`src/rtl/dma_copy_if.sv`:
```
// Initiator-side view of the peripheral-block req/gnt/rvalid memory bus.
// The DMA engine uses the master modport; memory targets use the slave modport.
interface dma_copy_if;
    logic        req;
    logic        gnt;
    logic        rvalid;
    logic [31:0] addr;
    logic        we;
    logic [3:0]  be;
    logic [31:0] wdata;
    logic [31:0] rdata;

    modport master (
        output req, addr, we, be, wdata,
        input  gnt, rvalid, rdata
    );

    modport slave (
        input  req, addr, we, be, wdata,
        output gnt, rvalid, rdata
    );
endinterface

```
`src/rtl/dma_copy.sv`:
```
// Word-copy DMA engine: for each word it reads the source and then writes the destination,
// with one bus transaction outstanding at a time and an optional per-state wait timeout.
module dma_copy #(
    parameter int TIMEOUT = 255
) (
    input  logic        clk,
    input  logic        rst,
    input  logic        start,
    input  logic [31:0] src,
    input  logic [31:0] dst,
    input  logic [15:0] len,
    output logic        busy,
    output logic        done,
    output logic        err,
    dma_copy_if.master  bus
);

    typedef enum logic [2:0] {
        IDLE    = 3'd0,
        RD_REQ  = 3'd1,
        RD_WAIT = 3'd2,
        WR_REQ  = 3'd3,
        WR_WAIT = 3'd4
    } state_t;

    localparam bit          TO_EN   = (TIMEOUT != 0);
    localparam logic [15:0] TO_LAST = 16'(TIMEOUT - 1);

    state_t      state_q, state_d;
    logic [31:0] src_ptr_q, src_ptr_d;
    logic [31:0] dst_ptr_q, dst_ptr_d;
    logic [15:0] count_q, count_d;
    logic [15:0] wait_q, wait_d;
    logic        req_q, req_d;
    logic        we_q, we_d;
    logic [3:0]  be_q, be_d;
    logic [31:0] addr_q, addr_d;
    logic [31:0] wdata_q, wdata_d;
    logic        done_q, done_d;
    logic        err_q, err_d;

    // Byte-offset bits of the command addresses are deliberately dropped.
    logic unused_addr_bits;
    assign unused_addr_bits = ^{src[1:0], dst[1:0]};

    always_ff @(posedge clk or negedge rst) begin
        if (!rst) begin
            state_q   <= IDLE;
            src_ptr_q <= '0;
            dst_ptr_q <= '0;
            count_q   <= '0;
            wait_q    <= '0;
            req_q     <= 1'b0;
            we_q      <= 1'b0;
            be_q      <= '0;
            addr_q    <= '0;
            wdata_q   <= '0;
            done_q    <= 1'b0;
            err_q     <= 1'b0;
        end else begin
            state_q   <= state_d;
            src_ptr_q <= src_ptr_d;
            dst_ptr_q <= dst_ptr_d;
            count_q   <= count_d;
            wait_q    <= wait_d;
            req_q     <= req_d;
            we_q      <= we_d;
            be_q      <= be_d;
            addr_q    <= addr_d;
            wdata_q   <= wdata_d;
            done_q    <= done_d;
            err_q     <= err_d;
        end
    end

    // wdata_q doubles as the data buffer: it is loaded with the read word and held for the write.
    always_comb begin
        state_d   = state_q;
        src_ptr_d = src_ptr_q;
        dst_ptr_d = dst_ptr_q;
        count_d   = count_q;
        wait_d    = (state_q == IDLE) ? 16'd0 : wait_q + 16'd1;
        req_d     = req_q;
        we_d      = we_q;
        be_d      = be_q;
        addr_d    = addr_q;
        wdata_d   = wdata_q;
        done_d    = 1'b0;
        err_d     = 1'b0;

        case (state_q)
            IDLE: begin
                if (start) begin
                    if (len != 16'd0) begin
                        src_ptr_d = {src[31:2], 2'b00};
                        dst_ptr_d = {dst[31:2], 2'b00};
                        count_d   = len;
                        state_d   = RD_REQ;
                        req_d     = 1'b1;
                        we_d      = 1'b0;
                        be_d      = 4'hF;
                        addr_d    = {src[31:2], 2'b00};
                    end else begin
                        done_d = 1'b1;
                    end
                end
            end
            RD_REQ: begin
                if (bus.gnt) begin
                    state_d = RD_WAIT;
                    req_d   = 1'b0;
                    wait_d  = 16'd0;
                end
            end
            RD_WAIT: begin
                if (bus.rvalid) begin
                    state_d = WR_REQ;
                    wdata_d = bus.rdata;
                    req_d   = 1'b1;
                    we_d    = 1'b1;
                    be_d    = 4'hF;
                    addr_d  = dst_ptr_q;
                    wait_d  = 16'd0;
                end
            end
            WR_REQ: begin
                if (bus.gnt) begin
                    state_d = WR_WAIT;
                    req_d   = 1'b0;
                    wait_d  = 16'd0;
                end
            end
            WR_WAIT: begin
                if (bus.rvalid) begin
                    src_ptr_d = src_ptr_q + 32'd4;
                    dst_ptr_d = dst_ptr_q + 32'd4;
                    count_d   = count_q - 16'd1;
                    wait_d    = 16'd0;
                    if (count_q == 16'd1) begin
                        state_d = IDLE;
                        done_d  = 1'b1;
                    end else begin
                        state_d = RD_REQ;
                        req_d   = 1'b1;
                        we_d    = 1'b0;
                        be_d    = 4'hF;
                        addr_d  = src_ptr_q + 32'd4;
                    end
                end
            end
            default: begin
                state_d = IDLE;
                req_d   = 1'b0;
            end
        endcase

        // Bus progress in the final allowed cycle wins over the abort.
        if (TO_EN && (state_q != IDLE) && (state_d == state_q) && (wait_q == TO_LAST)) begin
            state_d = IDLE;
            req_d   = 1'b0;
            wait_d  = 16'd0;
            done_d  = 1'b1;
            err_d   = 1'b1;
        end
    end

    assign busy      = (state_q != IDLE);
    assign done      = done_q;
    assign err       = err_q;
    assign bus.req   = req_q;
    assign bus.we    = we_q;
    assign bus.be    = be_q;
    assign bus.addr  = addr_q;
    assign bus.wdata = wdata_q;

endmodule

```
`src/flat_wrapper.sv`:
```
// flat-port wrapper written by rule: the top's interface ports become plain ports
module dma_copy_flat 
#(
    parameter int TIMEOUT = 255
)
  (clk, rst, start, src, dst, len, busy, done, err, bus_req, bus_addr, bus_we, bus_be, bus_wdata, bus_gnt, bus_rvalid, bus_rdata);
  dma_copy_if bus_i ();
  input  logic clk;
  input  logic rst;
  input  logic start;
  input  logic [31:0] src;
  input  logic [31:0] dst;
  input  logic [15:0] len;
  output logic busy;
  output logic done;
  output logic err;
  output wire logic [$bits(bus_i.req)-1:0] bus_req;
  output wire logic [$bits(bus_i.addr)-1:0] bus_addr;
  output wire logic [$bits(bus_i.we)-1:0] bus_we;
  output wire logic [$bits(bus_i.be)-1:0] bus_be;
  output wire logic [$bits(bus_i.wdata)-1:0] bus_wdata;
  input wire logic [$bits(bus_i.gnt)-1:0] bus_gnt;
  input wire logic [$bits(bus_i.rvalid)-1:0] bus_rvalid;
  input wire logic [$bits(bus_i.rdata)-1:0] bus_rdata;
  assign bus_req = bus_i.req;
  assign bus_addr = bus_i.addr;
  assign bus_we = bus_i.we;
  assign bus_be = bus_i.be;
  assign bus_wdata = bus_i.wdata;
  assign bus_i.gnt = bus_gnt;
  assign bus_i.rvalid = bus_rvalid;
  assign bus_i.rdata = bus_rdata;
  dma_copy #(.TIMEOUT(TIMEOUT)) u_core (.clk(clk), .rst(rst), .start(start), .src(src), .dst(dst), .len(len), .busy(busy), .done(done), .err(err), .bus(bus_i));
endmodule
```
`config.mk`:
```
export PLATFORM = sky130hd
export DESIGN_NAME = dma_copy_flat
export DESIGN_NICKNAME = d
export VERILOG_FILES = /design/src/rtl/dma_copy_if.sv /design/src/rtl/dma_copy.sv /design/src/flat_wrapper.sv
export SDC_FILE = /design/constraint.sdc
export NUM_CORES = 1
export LEC_CHECK = 0
export ABC_CLOCK_PERIOD_IN_PS = 2750
export BUFFER_PORTS_ARGS = -buffer_cell sky130_fd_sc_hd__buf_2
export CAP_MARGIN = 20
export CORE_MARGIN = 1.5
export CORE_UTILIZATION = 50
export DETAILED_ROUTE_END_ITERATION = 10
export GPL_TIMING_DRIVEN = 0
export PLACE_DENSITY_LB_ADDON = 0.15
export SLEW_MARGIN = 40
export SYNTH_ARGS = -nofsm -noshare
export SYNTH_HDL_FRONTEND = slang
export SYNTH_SLANG_ARGS = --single-unit
```
`constraint.sdc`:
```
create_clock -name clk -period 2.75 [get_ports clk]
set_input_delay 0.55 -clock clk [delete_from_list [all_inputs] [get_ports clk]]
set_output_delay 0.55 -clock clk [all_outputs]
set_load 0.05 [all_outputs]
```
# Word-level counts from Yosys, hierarchy flattened

Cells that the tools add are included.

Register bits after elaboration: 171
Input port bits: 117
Output and inout port bits: 73
Logic and storage cells: 103

Add/sub/neg operators: 4
Equality and inequality tests: 18
Mux-type cells: 56
Reduce and logical (&&, ||, !) cells: 13

Operators by type and width:

| operator                                           | count |
|---|---|
| 2-to-1 mux 32 bit                                  | 9 |
| case mux 32 bit (2 select lines)                   | 2 |
| 2-to-1 mux 16 bit                                  | 7 |
| case mux 32 bit (3 select lines)                   | 1 |
| adder 32 x 3 -> 32 bit, second input constant      | 2 |
| case mux 16 bit (2 select lines)                   | 2 |
| 2-to-1 mux 3 bit                                   | 7 |
| 2-to-1 mux 4 bit                                   | 5 |
| 2-to-1 mux 1 bit                                   | 18 |
| adder 16 x 1 -> 16 bit, second input constant      | 1 |
| == test 16 x 1 -> 1 bit, second input constant     | 1 |
| == test 16 x 8 -> 1 bit, second input constant     | 1 |
| nonzero test 16 bit                                | 1 |
| subtractor 16 x 1 -> 16 bit, second input constant | 1 |
| case mux 3 bit (5 select lines)                    | 1 |
| case mux 4 bit (3 select lines)                    | 1 |
| AND reduction 6 bit                                | 2 |
| != test 2 bit, second input constant               | 5 |
| != test 3 bit, second input constant               | 3 |
| == test 3 x 2 -> 1 bit, second input constant      | 2 |
| != test 3 x 2 -> 1 bit, second input constant      | 2 |
| nonzero test 3 bit                                 | 2 |
| case mux 1 bit (4 select lines)                    | 1 |
| AND reduction 4 bit                                | 1 |
| 11 further kinds                                   | 13 |

# Depth between registers and ports, before layout

Gate-level depths: netlist (run 1).

Depth after elaboration: 9
Mapped depth: 8
Mapped depth without buffers: 7

# Least setup slack after synthesis (run 1)

No wires, ideal clock.

Path kind: flip-flop to flip-flop
Start: register u_core.state_q[1]
End: register u_core.addr_q[16], in the netlist u_core.bus.addr[16]
Library setup time: 0.128 ns
Arrival time: 2.059 ns
Path slack: 0.563 ns
Stages on the path, launching flop included: 8
Path buffers: 2
Period minus slack after synthesis: 2.187 ns
Cell sequence: dfrtp_1 buf_2 nor3_1 inv_1 o211ai_1 nor2_2 buf_2 mux2_1

Cells in the longest elaborated chain, start to end: 3
Elaborated cells on any way between the ends: 11
Those cells by class: eq/ne: 7; mux: 1; reduce/logical: 3

RTL lines:

| element                                                              | line           | RTL |
|---|---|---|
| from (decl)                                                          | dma_copy.sv:29 | `state_t state_q, state_d;` |
| from (signal assigned)                                               | dma_copy.sv:61 | `state_q <= state_d;` |
| == test 3 bit (tied with other cells)                                | dma_copy.sv:91 | `case (state_q)` |
| != test 2 bit (no source line) or nonzero test 3 bit (tied branches) | --             |  |
| AND reduction 6 bit (no source line)                                 | --             |  |
| to (signal assigned)                                                 | dma_copy.sv:69 | `addr_q <= addr_d;` |
| to (decl)                                                            | dma_copy.sv:37 | `logic [31:0] addr_q, addr_d;` |

Parallel ways exist; a longest one is shown, timed or not.
A chain may end at the register's enable or synchronous reset.

# Final worst setup path (run 1)

Start: register u_core.state_q[2]
End: register u_core.addr_q[25], in the netlist u_core.bus.addr[25]

Same word-level chain as after synthesis.

==> reports/qor.yml, run 1 <==
outcome: "finished, final reports clean"
whs_endpoint: "u_core.bus.wdata[19]$_DFFE_PN0P_"
via_per_inst: 6.48
syn_nets: 1159
fmax_mhz: 375
synth_compound_area_share_pct: 22.5
drc: 0
setup-violations-final: 0
fin_util_pct: 62.2
drtAntennaViolNets: 0
synthDistinctLibCells: 72
pwr-share-comb_pct: 49.9
finalPower_mw: 14.1
fin_nets: 1366
r2r_cells: 7
post_cts_buffers: 0
slew_viol_final: 0
area_delta_synth_final_pct: 20.7
grt_pass1_wl_um: 50400
cts.sinks: 163
die_h_um: 140
final.setup_skew_ps: 11.0
initialDrtViolationCount: 1209
synthXorXnorAreaFrac_pct: 2.52
clockPowerShare_pct: 18.1
met1_usage_pct: 43.9
grt_pass1_vias: 8960
hold_start: "bus_rdata[19]"
grt_busiest_layer: "met2"
crit_path_end_kind: "register"
worstPathMaxFanout: 10
worstMarginPinSlew_ps: 858
clock_path_buffers: 2
seq_power_share_pct: 32.0
dp_hpwl_um: 23500
synth_top_family_by_area: "compound AO/OA/AOI/OAI gates"
grt_max_degree: 74
antenna_found_initial: 0
io_buffers: 185
cap_violations: 0
async_flop_share_pct: 100
r2r_end: "u_core.bus.addr[25]$_DFFE_PN0P_"
netlist_area_um2: 9390
synth-simple-area-share_pct: 20.0
antenna_cells: 0
power.density_nw_per_um2: 1250
drive_gt1_share_pct: 25.2
hold_path_class: "input pin to register"
met2_usage_pct: 52.8
insertion_delay_ps: 440
tritoncts: "done"
fin_crit_sh_pct: 97.1
vias: 9620
io_pins: 190
max-vdd-ir-drop_mv: 0.616
r2r_start: "u_core.state_q[2]$_DFF_PN0_"
wl_per_cell_um: 22.0
groute.usage.overall_pct: 33.6
min_period_ps: 2670
overflow: 0
path_clk_slew_ps: 70
cts_max_level: 4
intPower_mw: 7.21
root_buffer: "clkbuf_16"
routabilityCongestion: 0.955
p_leak_nw: 4.77
synthCells: 1036
cp.arrival_ps: 3030
slew_headroom_pct: 42.4
synthMuxAreaShare_pct: 6.45
synth_fa_ha_area_share_pct: 0.800
yosysSeqAreaShare_pct: 43.5
ys.flop_type: "dfrtp_1"
power.net_switching_mw: 6.93
timing.reg2reg.setup_slack_ps: 80
syn_area_per_cell_um2: 9.06
hold_depth: 2
crit_required_ps: 3110
start_kind: "register"
firstDrtPassIters: 6
synth_seq_cells: 163
num-fill-cells: 1603
num_rows: 49
multiInputGateArea_um2: 4930
finalHoldViolCount: 0
synth_edf_count: 0
start_util_pct: 51.5
final-seq-area_um2: 4080
core_region_area_um2: 18200
fp.dieW_um: 140
finalSetupTns_ps: 0
worstSetupPathType: "register to register"
die_area_um2: 19600
switching_share_pct: 49.0
routed_wl_um: 32700
yosys_warnings: 0
met3_usage_pct: 10.1
cts_buffers: 17
-- routing by layer --
layer | wire length [um] | part of all wire (%)
met5 | 0 | 0
met4 | 1140 | 3.5
met3 | 3870 | 12
met2 | 14600 | 45
met1 | 13100 | 40
-- cell families (layout without fill, tap and decap cells) --
family                   Yosys count  count (layout)
XOR/XNOR                          27              27
adder cells (fa/ha/maj)            6               6
AND/OR/NAND/NOR                  363             363
multiplexers                      54              54
AO/OA/AOI/OAI                    330             330
flip-flops                       163             163
buffers and inverters             93             313
-- critical path, cell delays in order (launching register included) --
cell	delay (ps)
dfrtp_1	320
buf_2	190
nor3b_2	370
buf_2	340
buf_2	280
clkbuf_1	630
o21ai_0	240
a31oi_1	220
-- power groups by stage --
stage | registers (mW) | clock network (mW) | logic (mW)
after global routing | 4.65 | 2.69 | 7.52
after detailed placement | 4.50 | 0 | 6.92
after global placement | 4.46 | 0 | 6.82
after CTS | 4.47 | 2.59 | 6.95
final | 4.52 | 2.56 | 7.05
after floorplan | 5.93 | 0 | 3.42
-- worst max path at each step --
stage / from / to / slack, ps / cells past startpoint
after floorplan: u_core.state_q[1]$_DFF_PN0_ / u_core.bus.addr[16]$_DFFE_PN0P_ / 560 / 7
after global placement: rst / u_core.bus.addr[12]$_DFFE_PN0P_ / -1500 / 1
after detailed placement: len[10] / u_core.bus.addr[16]$_DFFE_PN0P_ / -90 / 7
after CTS: u_core.state_q[2]$_DFF_PN0_ / u_core.src_ptr_q[24]$_DFFE_PN0P_ / 10 / 8
after global routing: u_core.state_q[2]$_DFF_PN0_ / u_core.dst_ptr_q[6]$_DFFE_PN0P_ / -2 / 8
final: u_core.state_q[2]$_DFF_PN0_ / u_core.bus.addr[25]$_DFFE_PN0P_ / 80 / 7
-- flip-flops by register name, indices dropped and copies added (netlist names) --
signal            flops
u_core.wait_q        16
u_core.dst_ptr_q     30
u_core.bus.be         1
u_core.bus.addr      31
u_core.count_q       16
u_core.err            1
u_core.bus.req        1
u_core.done           1
u_core.src_ptr_q     30
u_core.state_q        3
u_core.bus.wdata     32
u_core.bus.we         1
-- layout make-up --
cell class                 instances  area share (%)
clock inverter                    14            1.65
sequential                       163            36.0
inverter                          12           0.398
multi-input combinational        780            43.5
timing repair buffer             188            8.83
clock buffer                      18            3.88
tap                              229            2.53
buffer                            81            3.17
-- Yosys cell counts, types with 4 or more instances --
library cell / n / share of area (%)
dfrtp_1: 163 / 43
a21oi_1: 89 / 4.7
nand2_1: 84 / 3.4
o21ai_0: 82 / 4.4
nor2_1: 72 / 2.9
mux2_2: 51 / 6.1
nor3_1: 45 / 2.4
clkbuf_1: 40 / 1.6
nand3_1: 34 / 1.8
a22oi_1: 28 / 2.2
nand4_1: 28 / 1.9
buf_2: 23 / 1.2
a31oi_1: 22 / 1.5
nor4_1: 19 / 1.3
o22a_1: 19 / 1.8
and3_1: 15 / 1.0
xnor2_1: 15 / 1.4
o22ai_1: 13 / 0.87
and2_1: 12 / 0.80
buf_1: 12 / 0.48
inv_1: 12 / 0.48
xor2_1: 12 / 1.1
and4_1: 10 / 0.93
o31a_1: 9 / 0.84
o211ai_1: 8 / 0.64
a32oi_1: 7 / 0.65
nand2b_1: 7 / 0.47
nor3b_1: 7 / 0.56
ha_1: 6 / 0.80
a22o_1: 5 / 0.47
a222oi_1: 4 / 0.43
a41oi_1: 4 / 0.37
buf_4: 4 / 0.32
o21ai_1: 4 / 0.21
o32ai_1: 4 / 0.37
or3_1: 4 / 0.27
-- what timing repair did --
action,in CTS,in global routing
endpoints found under the setup margin,0,65
gates resized for setup,0,6
hold endpoints to repair,25,0
hold buffers,1,0
-- placed cells by master (no fill, tap or decap), drive strengths merged, types with 12 or more instances in the layout --
cell type  count
a22oi         28
nand4         28
nor4          22
nor3          45
buf          226
inv           20
clkbuf        60
nand3         35
and2          13
mux2          52
nand2         84
dfrtp        163
o22a          19
xnor2         15
xor2          12
o21ai         86
a21oi         89
a31oi         22
nor2          74
o22ai         13
and3          15
-- stage by stage --
stage                     hold WS, ps  setup slack, ps  instance area [um^2]  cells
final                             341             79.8                 11300   1485
after global routing              338            -2.05                 11300   1485
after detailed placement          424            -87.2                 10700   1452
after CTS                         333             12.5                 11300   1485
after floorplan                   254              563                  9390   1036
after global placement            465            -1500                 10600   1450
(Power assumes the default switching activity.)
==> run 2, diff against run 1 <==
--- a/config.mk
+++ b/config.mk
@@ -6,13 +6,15 @@
 export NUM_CORES = 1
 export LEC_CHECK = 0
 export ABC_CLOCK_PERIOD_IN_PS = 2750
-export BUFFER_PORTS_ARGS = -buffer_cell sky130_fd_sc_hd__buf_2
 export CAP_MARGIN = 20
 export CORE_MARGIN = 1.5
 export CORE_UTILIZATION = 50
 export DETAILED_ROUTE_END_ITERATION = 10
+export DONT_BUFFER_PORTS = 1
 export GPL_TIMING_DRIVEN = 0
 export PLACE_DENSITY_LB_ADDON = 0.15
+export RECOVER_POWER = 25
+export SKIP_LAST_GASP = 1
 export SLEW_MARGIN = 40
 export SYNTH_ARGS = -nofsm -noshare
 export SYNTH_HDL_FRONTEND = slang
==> reports/qor.yml, run 2 (synthesis results as in run 1) <==
wl_per_cell_um: 24.9
num-fill-cells: 1668
tritoncts: "done"
largest_reg_flops: 32
violations: "negative hold slack"
path_clk_slew_ps: 70
insertion_delay_ps: 440
worstSetupPathType: "register to register"
min_period_ps: 2720
dp_hpwl_um: 22900
final_common_cell: "dfrtp_1"
crit_path_end_kind: "register"
core_region_area_um2: 18200
max-vdd-ir-drop_mv: 0.643
outcome: "complete, but fails checks"
holdWs_ps: -204
die_area_um2: 19600
met1_usage_pct: 43.3
io_pins: 190
firstDrtPassIters: 6
met3_usage_pct: 10.6
antenna_found_initial: 1
slew_viol_final: 0
switching_share_pct: 50.0
num_rows: 49
clockPowerShare_pct: 18.9
cts_max_level: 4
slew_headroom_pct: 45.0
layout_common_cells: "163 x dfrtp_1, 89 x a21oi_1, 84 x nand2_1"
initialDrtViolationCount: 1123
cts_buffers: 17
vias: 8940
start_kind: "register"
die_h_um: 140
start_util_pct: 51.5
crit_required_ps: 3080
cp.arrival_ps: 3050
fin_nets: 1178
multiInputGateArea_um2: 4950
via_per_inst: 6.89
io_buffers: 0
hold_path_class: "input pin to asynchronous set/reset pin"
power.net_switching_mw: 6.78
root_buffer: "clkbuf_16"
seq_power_share_pct: 46.7
cap_violations: 0
final-seq-area_um2: 4080
finalPower_mw: 13.5
met2_usage_pct: 51.4
fin_ws_ps: 30.3
grt_max_degree: 164
grt_pass1_vias: 8535
clock_path_buffers: 2
grt_busiest_layer: "met2"
p_leak_nw: 4.02
fin_crit_sh_pct: 98.9
cts.sinks: 163
routabilityCongestion: 0.937
area_delta_synth_final_pct: 10.3
setup-violations-final: 0
finalInstanceArea_um2: 10300
post_cts_buffers: 0
intPower_mw: 6.77
fmax_mhz: 368
groute.usage.overall_pct: 33.4
drtAntennaViolNets: 0
r2r_end: "u_core.bus.addr[14]$_DFFE_PN0P_"
power.density_nw_per_um2: 1310
finalHoldViolCount: 163
final.setup_skew_ps: 10.7
worstPathMaxFanout: 10
drc: 0
grt_pass1_wl_um: 49900
r2r_cells: 7
drive_gt1_share_pct: 12.8
overflow: 0
fp.dieW_um: 140
rsz0062_at_grt: "true"
placed_area_um2: 9680
worstMarginPinSlew_ps: 824
routed_wl_um: 32300
timing.reg2reg.setup_slack_ps: 30
place_ws_ps: -84.0
r2r_start: "u_core.state_q[2]$_DFF_PN0_"
pwr-share-comb_pct: 34.4
run 2: critical path, stage by stage (launching register included):
cell	delay [ps]
dfrtp_1	350
buf_2	170
or3b_1	170
buf_2	240
clkbuf_1	490
clkbuf_1	600
o21ai_0	260
mux2_2	320
run 2: metal layers:
metal	part of all wire [%]	vias up
met3	13	98
met5	0	-
met2	45	647
met1	38	4256
met4	3.8	0
li1	-	3939
run 2: repair_timing:
| action | in CTS | in global routing |
|---|---|---|
| resized for setup | 3 | 14 |
| setup endpoints to repair | 3 | 46 |
| endpoints found under the hold margin | 163 | 163 |
run 2: cell type report:
class	count	area share, %
multi-input combinational	780	47.8
sequential	163	39.4
clock buffer	17	4.11
buffer	81	3.55
tap	229	2.77
clock inverter	15	1.89
inverter	12	0.435
antenna	1	0.0242
run 2: power groups by stage:
stage,clock [mW],combinational [mW],sequential (mW)
after floorplan,0,3.42,5.93
after global placement,0,4.42,6.29
after detailed placement,0,4.51,6.32
after CTS,2.58,4.55,6.27
after global routing,2.69,5.08,6.45
final,2.56,4.66,6.32
run 2: worst max path at each step:
stage | start | end | cells after the start
6_report | u_core.state_q[2]$_DFF_PN0_ | u_core.bus.addr[14]$_DFFE_PN0P_ | 7
5_1_grt | u_core.state_q[2]$_DFF_PN0_ | u_core.bus.addr[14]$_DFFE_PN0P_ | 7
4_1_cts | u_core.state_q[1]$_DFF_PN0_ | u_core.dst_ptr_q[8]$_DFFE_PN0P_ | 7
3_5_place_dp | len[10] | u_core.bus.addr[16]$_DFFE_PN0P_ | 6
3_3_place_gp | len[10] | u_core.bus.addr[16]$_DFFE_PN0P_ | 6
2_1_floorplan | u_core.state_q[1]$_DFF_PN0_ | u_core.bus.addr[16]$_DFFE_PN0P_ | 7
run 2: stage by stage:
| stage | setup TNS (ps) | util, % | std cells |
|---|---|---|---|
| 6_report | 0 | 56.8 | 1298 |
| 3_5_place_dp | -88.1 | 53.2 | 1265 |
| 2_1_floorplan | 0 | - | 1036 |
| 5_1_grt | -27.8 | 56.8 | 1297 |
| 3_3_place_gp | -30.4 | 53.1 | 1265 |
| 4_1_cts | 0 | 56.6 | 1297 |
==> run 3, diff against run 2 <==
--- a/config.mk
+++ b/config.mk
@@ -8,7 +8,7 @@
 export ABC_CLOCK_PERIOD_IN_PS = 2750
 export CAP_MARGIN = 20
 export CORE_MARGIN = 1.5
-export CORE_UTILIZATION = 50
+export CORE_UTILIZATION = 45
 export DETAILED_ROUTE_END_ITERATION = 10
 export DONT_BUFFER_PORTS = 1
 export GPL_TIMING_DRIVEN = 0
==> reports/qor.yml, run 3 (synthesis results as in run 1) <==
worstMarginPinSlew_ps: 867
fp.dieW_um: 147
routabilityCongestion: 0.902
slew_headroom_pct: 41.7
crit_path_end_kind: "register"
grt_pass1_wl_um: 50200
max-vdd-ir-drop_mv: 0.503
initialDrtViolationCount: 1000
worstSetupPathType: "register to register"
fin_nets: 1178
power.density_nw_per_um2: 1300
final.setup_skew_ps: 10.4
start_kind: "register"
insertion_delay_ps: 440
fin_ws_ps: 76.2
vias: 8796
hold_path_class: "input pin to asynchronous set/reset pin"
io_buffers: 0
cts_buffers: 17
via_per_inst: 6.57
holdWs_ps: -205
finalInstanceArea_um2: 10400
crit_buf_inv: 2
layout_common_cells: "163 x dfrtp_1, 89 x a21oi_1, 84 x nand2_1"
cts_max_level: 4
firstDrtPassIters: 6
core_region_area_um2: 20400
crit_family: "compound AO/OA/AOI/OAI gates"
final_common_cell: "dfrtp_1"
routed_wl_um: 32800
worstPathMaxFanout: 10
die_area_um2: 21700
clock_path_buffers: 2
min_period_ps: 2670
fin_util_pct: 51.0
dp_hpwl_um: 23300
wl_per_cell_um: 24.5
grt_max_degree: 164
drive_gt1_share_pct: 12.6
groute.usage.overall_pct: 30.4
cts.sinks: 163
outcome: "complete, but fails checks"
p_leak_nw: 4.02
worstPathCellList: "buf_2 > nor3_1 > nand2_1 > o21ai_1 > clkbuf_1 > o21ai_0 > o2bb2ai_1"
start_util_pct: 46.1
drtAntennaViolNets: 0
overflow: 0
timing.reg2reg.setup_slack_ps: 80
setup-violations-final: 0
num_rows: 52
largest_reg_flops: 32
root_buffer: "clkbuf_16"
violations: "negative hold slack"
cp_slowest_stage_delay_ps: 650
num-fill-cells: 1935
grt_pass1_vias: 8374
slew_viol_final: 0
place_ws_ps: -38.9
drc: 0
path_clk_slew_ps: 70
finalPower_mw: 13.5
cp.arrival_ps: 2980
io_pins: 190
die_h_um: 147
rsz0062_at_grt: "true"
post_cts_buffers: 0
slowest_stage: "clkbuf_1"
area_delta_synth_final_pct: 10.7
antenna_found_initial: 1
finalHoldViolCount: 163
fin_crit_sh_pct: 97.2
tritoncts: "done"
cap_violations: 0
placed_area_um2: 9730
crit_required_ps: 3060
fmax_mhz: 374
run 3: where the power goes:
part           internal (mW)  total [mW]  switching, mW
logic                   1.87        4.65           2.78
registers               3.44        6.31           2.87
clock network           1.31        2.51           1.19
total                   6.62        13.5           6.84
run 3: metal layers:
layer  GRT usage (%)  share of wire [%]  routed length (um)  vias up
met5               0                  0                   0        -
met4            11.2                2.5                 813        0
met3            10.8                 13                4140       53
met2            45.7                 45               14600      510
met1            40.4                 40               13200     4296
li1                -                  -                   -     3937
run 3: worst register-to-register path, cell delays in order, from the launching register on:
cell,delay (ps)
dfrtp_1,360
buf_2,170
nor3_1,240
nand2_1,170
o21ai_1,570
clkbuf_1,650
o21ai_0,220
o2bb2ai_1,170
run 3: repair_timing:
action,CTS,global route
gates resized for setup,3,13
endpoints found under the hold margin,163,163
setup endpoints to repair,6,27
run 3: through the flow:
step | TNS, ps | instances
3_3_place_gp | -250 | 1306
2_1_floorplan | 0 | 1036
4_1_cts | 0 | 1338
5_1_grt | -14.6 | 1338
6_report | 0 | 1339
3_5_place_dp | -141 | 1306
run 3: layout make-up:
cell class	instances	area (um^2)	area share (%)
clock buffers	17	425	4.10
clock inverters	15	190	1.83
multi-input cells	780	4940	47.6
plain buffers	81	367	3.53
diodes	1	2.50	0.0241
well taps	270	338	3.25
flip-flops and latches	163	4080	39.3
inverters	12	45.0	0.434
run 3: path summary, 6_finish.rpt:
| check | depth (start not counted) | endpoint | start |
|---|---|---|---|
| max | 7 | u_core.count_q[11]$_DFFE_PN0P_ | u_core.state_q[1]$_DFF_PN0_ |
| min | 0 | u_core.wait_q[7]$_DFF_PN0_ | rst |
| max reg2reg | 7 | u_core.count_q[11]$_DFFE_PN0P_ | u_core.state_q[1]$_DFF_PN0_ |
| min reg2reg | 1 | u_core.count_q[11]$_DFFE_PN0P_ | u_core.count_q[11]$_DFFE_PN0P_ |
| max in group asynchronous | 0 | u_core.bus.addr[13]$_DFFE_PN0P_ | rst |
| min in group clk | 1 | u_core.bus.wdata[16]$_DFFE_PN0P_ | bus_rdata[16] |
